File: src/rtl/ro_puf_engine.sv
// rtl/ro_puf_engine.sv - ring-oscillator PUF engine: per-bit pair select, edge count over a window, compare
module ro_puf_engine #(
    parameter int N_RO       = 16,
    parameter int SEL_W      = 4,
    parameter int CNT_W      = 16,
    parameter int WIN_W      = 16,
    parameter int RESP_BITS  = 8,
    parameter int SETTLE_CYC = 8
) (
    input  logic                           clk,
    input  logic                           rst_n,
    input  logic [N_RO-1:0]                ro_in,
    output logic                           ro_en,
    input  logic                           start,
    input  logic [SEL_W-1:0]               chal_a,
    input  logic [SEL_W-1:0]               chal_b,
    input  logic [WIN_W-1:0]               win_len,
    output logic                           busy,
    output logic                           resp_valid,
    output logic [RESP_BITS-1:0]           resp,
    output logic [$clog2(RESP_BITS+1)-1:0] tie_cnt,
    output logic                           sat,
    output logic                           err
);
    localparam int TW = $clog2(RESP_BITS + 1);
    localparam int KW = (RESP_BITS > 1) ? $clog2(RESP_BITS) : 1;
    localparam int SW = $clog2(SETTLE_CYC + 1);
    localparam logic [CNT_W-1:0] CNT_MAX  = {CNT_W{1'b1}};
    localparam logic [SEL_W:0]   NRO_L    = (SEL_W + 1)'(N_RO);
    localparam logic [SEL_W-1:0] IDX_LAST = SEL_W'(N_RO - 1);
    localparam logic [KW-1:0]    K_LAST   = KW'(RESP_BITS - 1);
    localparam logic [SW-1:0]    SET_LOAD = SW'(SETTLE_CYC - 1);

    typedef enum logic [2:0] {
        S_IDLE, S_SETTLE, S_COUNT, S_COMPARE, S_DONE
    } state_t;

    state_t                 state_q;
    logic [N_RO-1:0]        s1_q, s2_q, s3_q;
    logic [N_RO-1:0]        edge_w;
    logic [SEL_W-1:0]       a_q, b_q;
    logic [WIN_W-1:0]       win_q, win_cnt_q;
    logic [SW-1:0]          set_cnt_q;
    logic [KW-1:0]          k_q;
    logic [CNT_W-1:0]       cnt_a_q, cnt_b_q;
    logic [RESP_BITS-1:0]   resp_q;
    logic [TW-1:0]          tie_q;
    logic                   sat_q, err_q, busy_q, ro_en_q, valid_q;
    logic                   start_ok;
    logic                   edge_a, edge_b;

    // Free-running synchroniser; history flop turns each pulse into a single-cycle edge.
    always_ff @(posedge clk or negedge rst_n) begin
        if (!rst_n) begin
            s1_q <= '0;
            s2_q <= '0;
            s3_q <= '0;
        end else begin
            s1_q <= ro_in;
            s2_q <= s1_q;
            s3_q <= s2_q;
        end
    end

    assign edge_w = s2_q & ~s3_q;
    assign edge_a = edge_w[a_q];
    assign edge_b = edge_w[b_q];

    assign start_ok = ({1'b0, chal_a} < NRO_L) && ({1'b0, chal_b} < NRO_L)
                   && (chal_a != chal_b) && (win_len != '0);

    always_ff @(posedge clk or negedge rst_n) begin
        if (!rst_n) begin
            state_q   <= S_IDLE;
            a_q       <= '0;
            b_q       <= '0;
            win_q     <= '0;
            win_cnt_q <= '0;
            set_cnt_q <= '0;
            k_q       <= '0;
            cnt_a_q   <= '0;
            cnt_b_q   <= '0;
            resp_q    <= '0;
            tie_q     <= '0;
            sat_q     <= 1'b0;
            err_q     <= 1'b0;
            busy_q    <= 1'b0;
            ro_en_q   <= 1'b0;
            valid_q   <= 1'b0;
        end else begin
            err_q <= 1'b0;
            case (state_q)
                S_IDLE: begin
                    if (start) begin
                        if (start_ok) begin
                            a_q       <= chal_a;
                            b_q       <= chal_b;
                            win_q     <= win_len;
                            cnt_a_q   <= '0;
                            cnt_b_q   <= '0;
                            tie_q     <= '0;
                            sat_q     <= 1'b0;
                            valid_q   <= 1'b0;
                            k_q       <= '0;
                            set_cnt_q <= SET_LOAD;
                            busy_q    <= 1'b1;
                            ro_en_q   <= 1'b1;
                            state_q   <= S_SETTLE;
                        end else begin
                            err_q <= 1'b1;
                        end
                    end
                end
                S_SETTLE: begin
                    if (set_cnt_q == '0) begin
                        win_cnt_q <= win_q - WIN_W'(1);
                        state_q   <= S_COUNT;
                    end else begin
                        set_cnt_q <= set_cnt_q - SW'(1);
                    end
                end
                S_COUNT: begin
                    if (edge_a) begin
                        if (cnt_a_q == CNT_MAX) sat_q <= 1'b1;
                        else                    cnt_a_q <= cnt_a_q + CNT_W'(1);
                    end
                    if (edge_b) begin
                        if (cnt_b_q == CNT_MAX) sat_q <= 1'b1;
                        else                    cnt_b_q <= cnt_b_q + CNT_W'(1);
                    end
                    if (win_cnt_q == '0) state_q <= S_COMPARE;
                    else                 win_cnt_q <= win_cnt_q - WIN_W'(1);
                end
                S_COMPARE: begin
                    resp_q[k_q] <= (cnt_a_q > cnt_b_q);
                    if (cnt_a_q == cnt_b_q) tie_q <= tie_q + TW'(1);
                    cnt_a_q <= '0;
                    cnt_b_q <= '0;
                    if (k_q == K_LAST) begin
                        state_q <= S_DONE;
                    end else begin
                        k_q       <= k_q + KW'(1);
                        a_q       <= (a_q == IDX_LAST) ? '0 : a_q + SEL_W'(1);
                        b_q       <= (b_q == IDX_LAST) ? '0 : b_q + SEL_W'(1);
                        set_cnt_q <= SET_LOAD;
                        state_q   <= S_SETTLE;
                    end
                end
                S_DONE: begin
                    // busy falls exactly as resp_valid rises; a start seen here is dropped.
                    valid_q <= 1'b1;
                    busy_q  <= 1'b0;
                    ro_en_q <= 1'b0;
                    state_q <= S_IDLE;
                end
                default: state_q <= S_IDLE;
            endcase
        end
    end

    assign ro_en      = ro_en_q;
    assign busy       = busy_q;
    assign resp_valid = valid_q;
    assign resp       = resp_q;
    assign tie_cnt    = tie_q;
    assign sat        = sat_q;
    assign err        = err_q;
endmodule

File: config.mk
export PLATFORM = sky130hd
export DESIGN_NAME = ro_puf_engine
export DESIGN_NICKNAME = d
export VERILOG_FILES = /design/src/rtl/ro_puf_engine.sv
export SDC_FILE = /design/constraint.sdc
export NUM_CORES = 1
export LEC_CHECK = 0
export ABC_CLOCK_PERIOD_IN_PS = 4800
export CORE_MARGIN = 2
export CORE_UTILIZATION = 60
export DETAILED_ROUTE_END_ITERATION = 10
export GPL_TIMING_DRIVEN = 1
export PLACE_DENSITY = 0.82
export SYNTH_ARGS = -nofsm -noshare
export SYNTH_HDL_FRONTEND = slang
export SYNTH_SLANG_ARGS = --single-unit
export TNS_END_PERCENT = 50
File: constraint.sdc
create_clock -name clk -period 4.8 [get_ports clk]
set_clock_uncertainty 0.1 [all_clocks]
set_input_delay 0.72 -clock clk [delete_from_list [all_inputs] [get_ports clk]]
set_output_delay 0.72 -clock clk [all_outputs]
set_load 0.02 [all_outputs]
# [After elaboration in Yosys (flattened, before gate mapping)]
# Index checks and enable logic that the tools add are counted.
[word_totals] word_cells=140 in_bits=43 ff_bits=146
[classes] n_reduce_logical=22 eq_ne=23 order_cmp=5 n_bitwise=2 n_mux=61 add_sub_neg=9
[ops] cell="16-bit 2-to-1 mux" n=8
[ops] cell="16-bit one-hot mux with 3 select lines" n=2
[ops] cell="4-bit 2-to-1 mux" n=15
[ops] cell="16-bit by 1-bit adder with 16-bit output (second input constant)" n=2
[ops] cell="16-bit == test (second input constant)" n=2
[ops] cell="16-bit one-hot mux with 2 select lines" n=1
[ops] cell="16-bit by 1-bit subtractor with 16-bit output (second input constant)" n=2
[ops] cell="3-bit 2-to-1 mux" n=8
[ops] cell="2-bit != test (second input constant)" n=12
[ops] cell="4-bit one-hot mux with 2 select lines" n=3
[ops] cell="16-bit AND" n=1
[ops] cell="16-bit == test" n=1
[ops] cell="16-bit > comparator" n=1
[ops] cell="16-bit logical NOT" n=1
[ops] cell="16-bit inverter" n=1
[ops] cell="16-bit nonzero test" n=1
[ops] cell="5-bit AND reduction" n=3
[ops] cell="1-bit 2-to-1 mux" n=14
[ops] cell="4-bit by 1-bit adder with 4-bit output (second input constant)" n=3
[ops] cell="3-bit one-hot mux with 4 select lines" n=1
[ops] cell="4-bit one-hot mux with 3 select lines" n=1
[ops] cell="3-bit AND reduction" n=4
[ops] cell="4-bit AND reduction" n=3
[ops] cell="4-bit by 5-bit less-than comparator with 1-bit output (second input constant)" n=2
[ops] cell="other kinds (19)" n=30

# [Logic depth before layout (Yosys ltp)]
[logic_depth] depth_word=8 depth_mapped=12

# [Worst setup path after synthesis]
# No wires, ideal clock.
[synth_path] path_type="register -> register" from="reg state_q[2]" to="reg win_cnt_q[8]" required_time_ps=4577 arrival_time_ps=2839 setup_time_ps=123 slack_ps=1738 stages_incl_launch_ff=13 cell_sequence="dfrtp_1 buf_2 nor3b_2 buf_2 buf_2 buf_1 mux2i_1 ha_1 clkbuf_1 nand3_1 mux2_2 a21oi_1 a21oi_1"
[synth_via] elab_chain_cells=3 elab_cells_between_ends=7 classes_between="eq/ne: 4; mux: 1; reduce/logical: 2"
[synth_rtl] item="from (decl)" line="38" rtl="state_t state_q;"
[synth_rtl] item="from (signal assigned)" line="74" rtl="state_q <= S_IDLE;"
[synth_rtl] item="from (signal assigned)" line="108" rtl="state_q <= S_SETTLE;"
[synth_rtl] item="from (signal assigned)" line="117" rtl="state_q <= S_COUNT;"
[synth_rtl] item="3-bit by 2-bit == test with 1-bit output / 3-bit by 1-bit == test with 1-bit output (equally long branches)" line="92" rtl="case (state_q)"
[synth_rtl] item="2-bit != test (no source line) / 2-bit nonzero test (equally long branches)"
[synth_rtl] item="3-bit AND reduction (no source line)"
[synth_rtl] item="to (signal assigned)" line="116" rtl="win_cnt_q <= win_q - WIN_W'(1);"
[synth_rtl] item="to (signal assigned)" line="132" rtl="else win_cnt_q <= win_cnt_q - WIN_W'(1);"
[synth_rtl] item="to (decl)" line="42" rtl="logic [WIN_W-1:0] win_q, win_cnt_q;"
# Parallel ways exist; a longest one is shown, timed or not.
# A chain may end at the register's enable or synchronous reset.

# [Worst setup path in the final report]
[layout_path] from="reg state_q[2]" to="reg win_cnt_q[12]"
# Same word-level chain as after synthesis.

==> out/results.ini <==
[outcome]
status=finished, final reports clean

[setup_path]
crit_top_cell=nor3_1
worst_setup_path_start_kind=flip-flop
critical-path-top-delay-family=simple AND/OR/NAND/NOR gates
r2r_end=win_cnt_q[12]$_DFFE_PN0P_
critPathArrivalTime_ps=3600
slowest_stage=dfrtp_1
reg2reg_from=state_q[2]$_DFFE_PN0P_
startpoint=state_q[2]$_DFFE_PN0P_
critPathMaxFanout=35
crit_chain=nor3b_4 > buf_4 > mux2i_1 > ha_1 > o21ai_0 > a211oi_1 > nor3_1 > nor3_1
end_kind=flip-flop
worst-path-buf-inv=1
cpPeakStageDelay_ps=670
r2r_setup_slack_ps=1440
worstSetupPathType=flip-flop to flip-flop
critPathRequiredTime_ps=5040
ff2ff_path_depth=8

[clocking]
cts_made_buffers=17
hold_buffers=0
cts_resized=0
cts_sinks=146
cts_max_path_buffers=2
clk-insertion-delay-late_ps=430
clockRootBuffer=clkbuf_16
cts.reportedPaths.clkPinSlew_ps=60
htreeDepth=4
cts_tree=done
post_cts_buffers=0

[placement]
place.gp.congestion=0.930
dp.cells=996
portBuffers=59
hpwlAfterDp_um=13000

[sta]
fin_crit_sh_pct=70.0
rsz0062_at_grt=false
slew_headroom_pct=25.7
tns_ps=0
hold_violations=0
fin_crit_ps=3360
final_max_slew_viol_count=0
max_freq_mhz=298
final-setup-viol-count=0
worst_slew_pin_slew_ps=1110

[yosys]
netlist-cell-type-count=81
synth-seq-cells=146
synth-edff-count=0
async_flop_share_pct=100
syn-mean-instance-area_um2=9.81
postSynthCellCount=805
synthFlopType=dfrtp_1
yosysWarnings=0
syn-cell-area_mm2=0.00789
yosysSeqAreaShare_pct=46.3
synthesis.nets=873

[die]
num_io_pins=60
die-width_um=119
die_y_um=119
start_util_pct=62.0
design.core.area_mm2=0.0127
dieArea_mm2=0.0141
rows=41

[route]
ant_nets=0
wl_per_cell_um=18.3
wl_um=18800
drc=0
first_pass_iters=5
vias=6592
via_per_inst=6.41
first_iter_violations=663

[grt]
grt_max_degree=106
grt_pass1_vias=6483
grt_usage_pct=28.0
antenna_found_initial=0
gr-total-overflow=0
grt_pass1_wl_um=31700

[power]
peakVddDrop_v=0.000385
powerDensity_mw_per_mm2=534
power_w=0.00486
p_leak_nw=3.76

[layout]
n_fill_cell=923
final_layout_size_suffix_gt1_share_pct=9.00
stdcell_count=1028
area_growth_pct=15.4
n_antenna_cell=0
final_util_pct=71.6
fin_nets=911

[hold_path]
hp-start=s1_q[3]$_DFF_PN0_
worstHoldPathType=flip-flop to flip-flop
min_to=s2_q[3]$_DFF_PN0_
whs_path_depth=0

[job]
maxCapViolCount=0

-- power by group --
group	switching (W)	internal (W)	total [W]
clock	0.000581	0.000688	0.00127
combinational	0.000998	0.000684	0.00168
sequential	0.000411	0.00150	0.00191
-- placed cells by master (no fill, tap or decap), types with 5 or more instances in the layout --
cell type and count:
dfrtp_1 146, nand2_1 75, a21oi_1 64, clkdlybuf4s50_1 58, nor2_1 41, nor3_1 31
nand3_1 30, mux2i_1 28, o21ai_0 27, inv_1 26, ha_1 25, or4_1 23
nand4_1 19, o31ai_1 18, mux2_2 17, clkbuf_16 17, nor4_1 16, nand2b_1 15
a31oi_1 15, nor2b_1 11, or3_1 10, and3_1 9, xnor2_1 6, o21a_1 6
a211oi_1 6, inv_8 6, buf_4 6, nor3b_1 5, a22o_1 5
-- through the flow --
| step | setup WS (ps) | cell area (um2) | hold slack [ps] |
|---|---|---|---|
| floorplan | 1740 | 7890 | 231 |
| global placement | 1300 | 8550 | 231 |
| detailed placement | 1180 | 8550 | 235 |
| CTS | 1520 | 9110 | 249 |
| global route | 1090 | 9110 | 259 |
| finish | 1440 | 9110 | 248 |
-- layer usage --
layer	up-vias	wire length [um]	GRT usage, %
li1	3084	-	-
met3	45	1090	5.98
met1	3213	7820	35.8
met5	-	0	0
met2	250	9370	45.9
met4	0	519	12.4
-- how the worst max path moves through the flow --
stage | cells after the start | slack [ps] | endpoint
3_5_place_dp | 7 | 1180 | cnt_a_q[1]$_DFFE_PN0P_
5_1_grt | 8 | 1090 | win_cnt_q[12]$_DFFE_PN0P_
2_1_floorplan | 12 | 1740 | win_cnt_q[8]$_DFFE_PN0P_
4_1_cts | 8 | 1520 | win_cnt_q[12]$_DFFE_PN0P_
6_report | 8 | 1440 | win_cnt_q[12]$_DFFE_PN0P_
3_3_place_gp | 7 | 1300 | cnt_a_q[1]$_DFFE_PN0P_
-- area by class of cell --
cell class              instances  area, um2  area share, %
repair buffers                 65        637           6.99
flip-flops and latches        146       3650           40.1
clock buffers                  18        429           4.71
clock inverters                14        134           1.47
well taps                     172        215           2.36
multi-input cells             587       3950           43.3
inverters                      26       97.6           1.07
-- cells by family after synthesis --
family | share of synthesized area (%)
AOI/OAI and AO/OA | 15.4
xor gates and xnor gates | 0.888
adders and majority gates | 3.96
buffers and inverters | 4.01
DFF | 46.3
muxes | 7.02
and+or+nand+nor | 22.4
-- cell usage after synthesis (4+ instances only) --
cell type	number	area, um2
o21a_1	6	45.0
nand2_1	75	282
buf_1	5	18.8
xnor2_1	6	52.6
mux2i_1	28	280
a21oi_1	64	320
nor3b_1	5	37.5
inv_1	26	97.6
nand3_1	30	150
buf_2	15	75.1
or4_1	23	173
nor4bb_1	4	40.0
mux2_2	17	191
a22o_1	5	43.8
nor3_1	31	155
nor2b_1	11	68.8
and2_1	4	25.0
nor2_1	41	154
a31oi_1	15	93.8
o21ai_0	27	135
a211oi_1	6	45.0
clkbuf_1	20	75.1
dfrtp_1	146	3650
nor4_1	16	100
nand2b_1	15	93.8
and3_1	9	56.3
nand4_1	19	119
o31ai_1	18	135
or3_1	10	62.6
or2_2	4	25.0
ha_1	25	313
-- registers in the layout, indices dropped and copies added (netlist names) --
| register | flops |
|---|---|
| cnt_a_q | 16 |
| cnt_b_q | 16 |
| s1_q | 16 |
| s2_q | 16 |
| s3_q | 16 |
| win_cnt_q | 16 |
| win_q | 16 |
| resp | 8 |
| a_q | 4 |
| b_q | 4 |
| set_cnt_q | 4 |
| tie_cnt | 4 |
| k_q | 3 |
| state_q | 3 |
| err | 1 |
| resp_valid | 1 |
| ro_en | 1 |
| sat | 1 |
No activity file was read; power rests on OpenSTA's default activity.
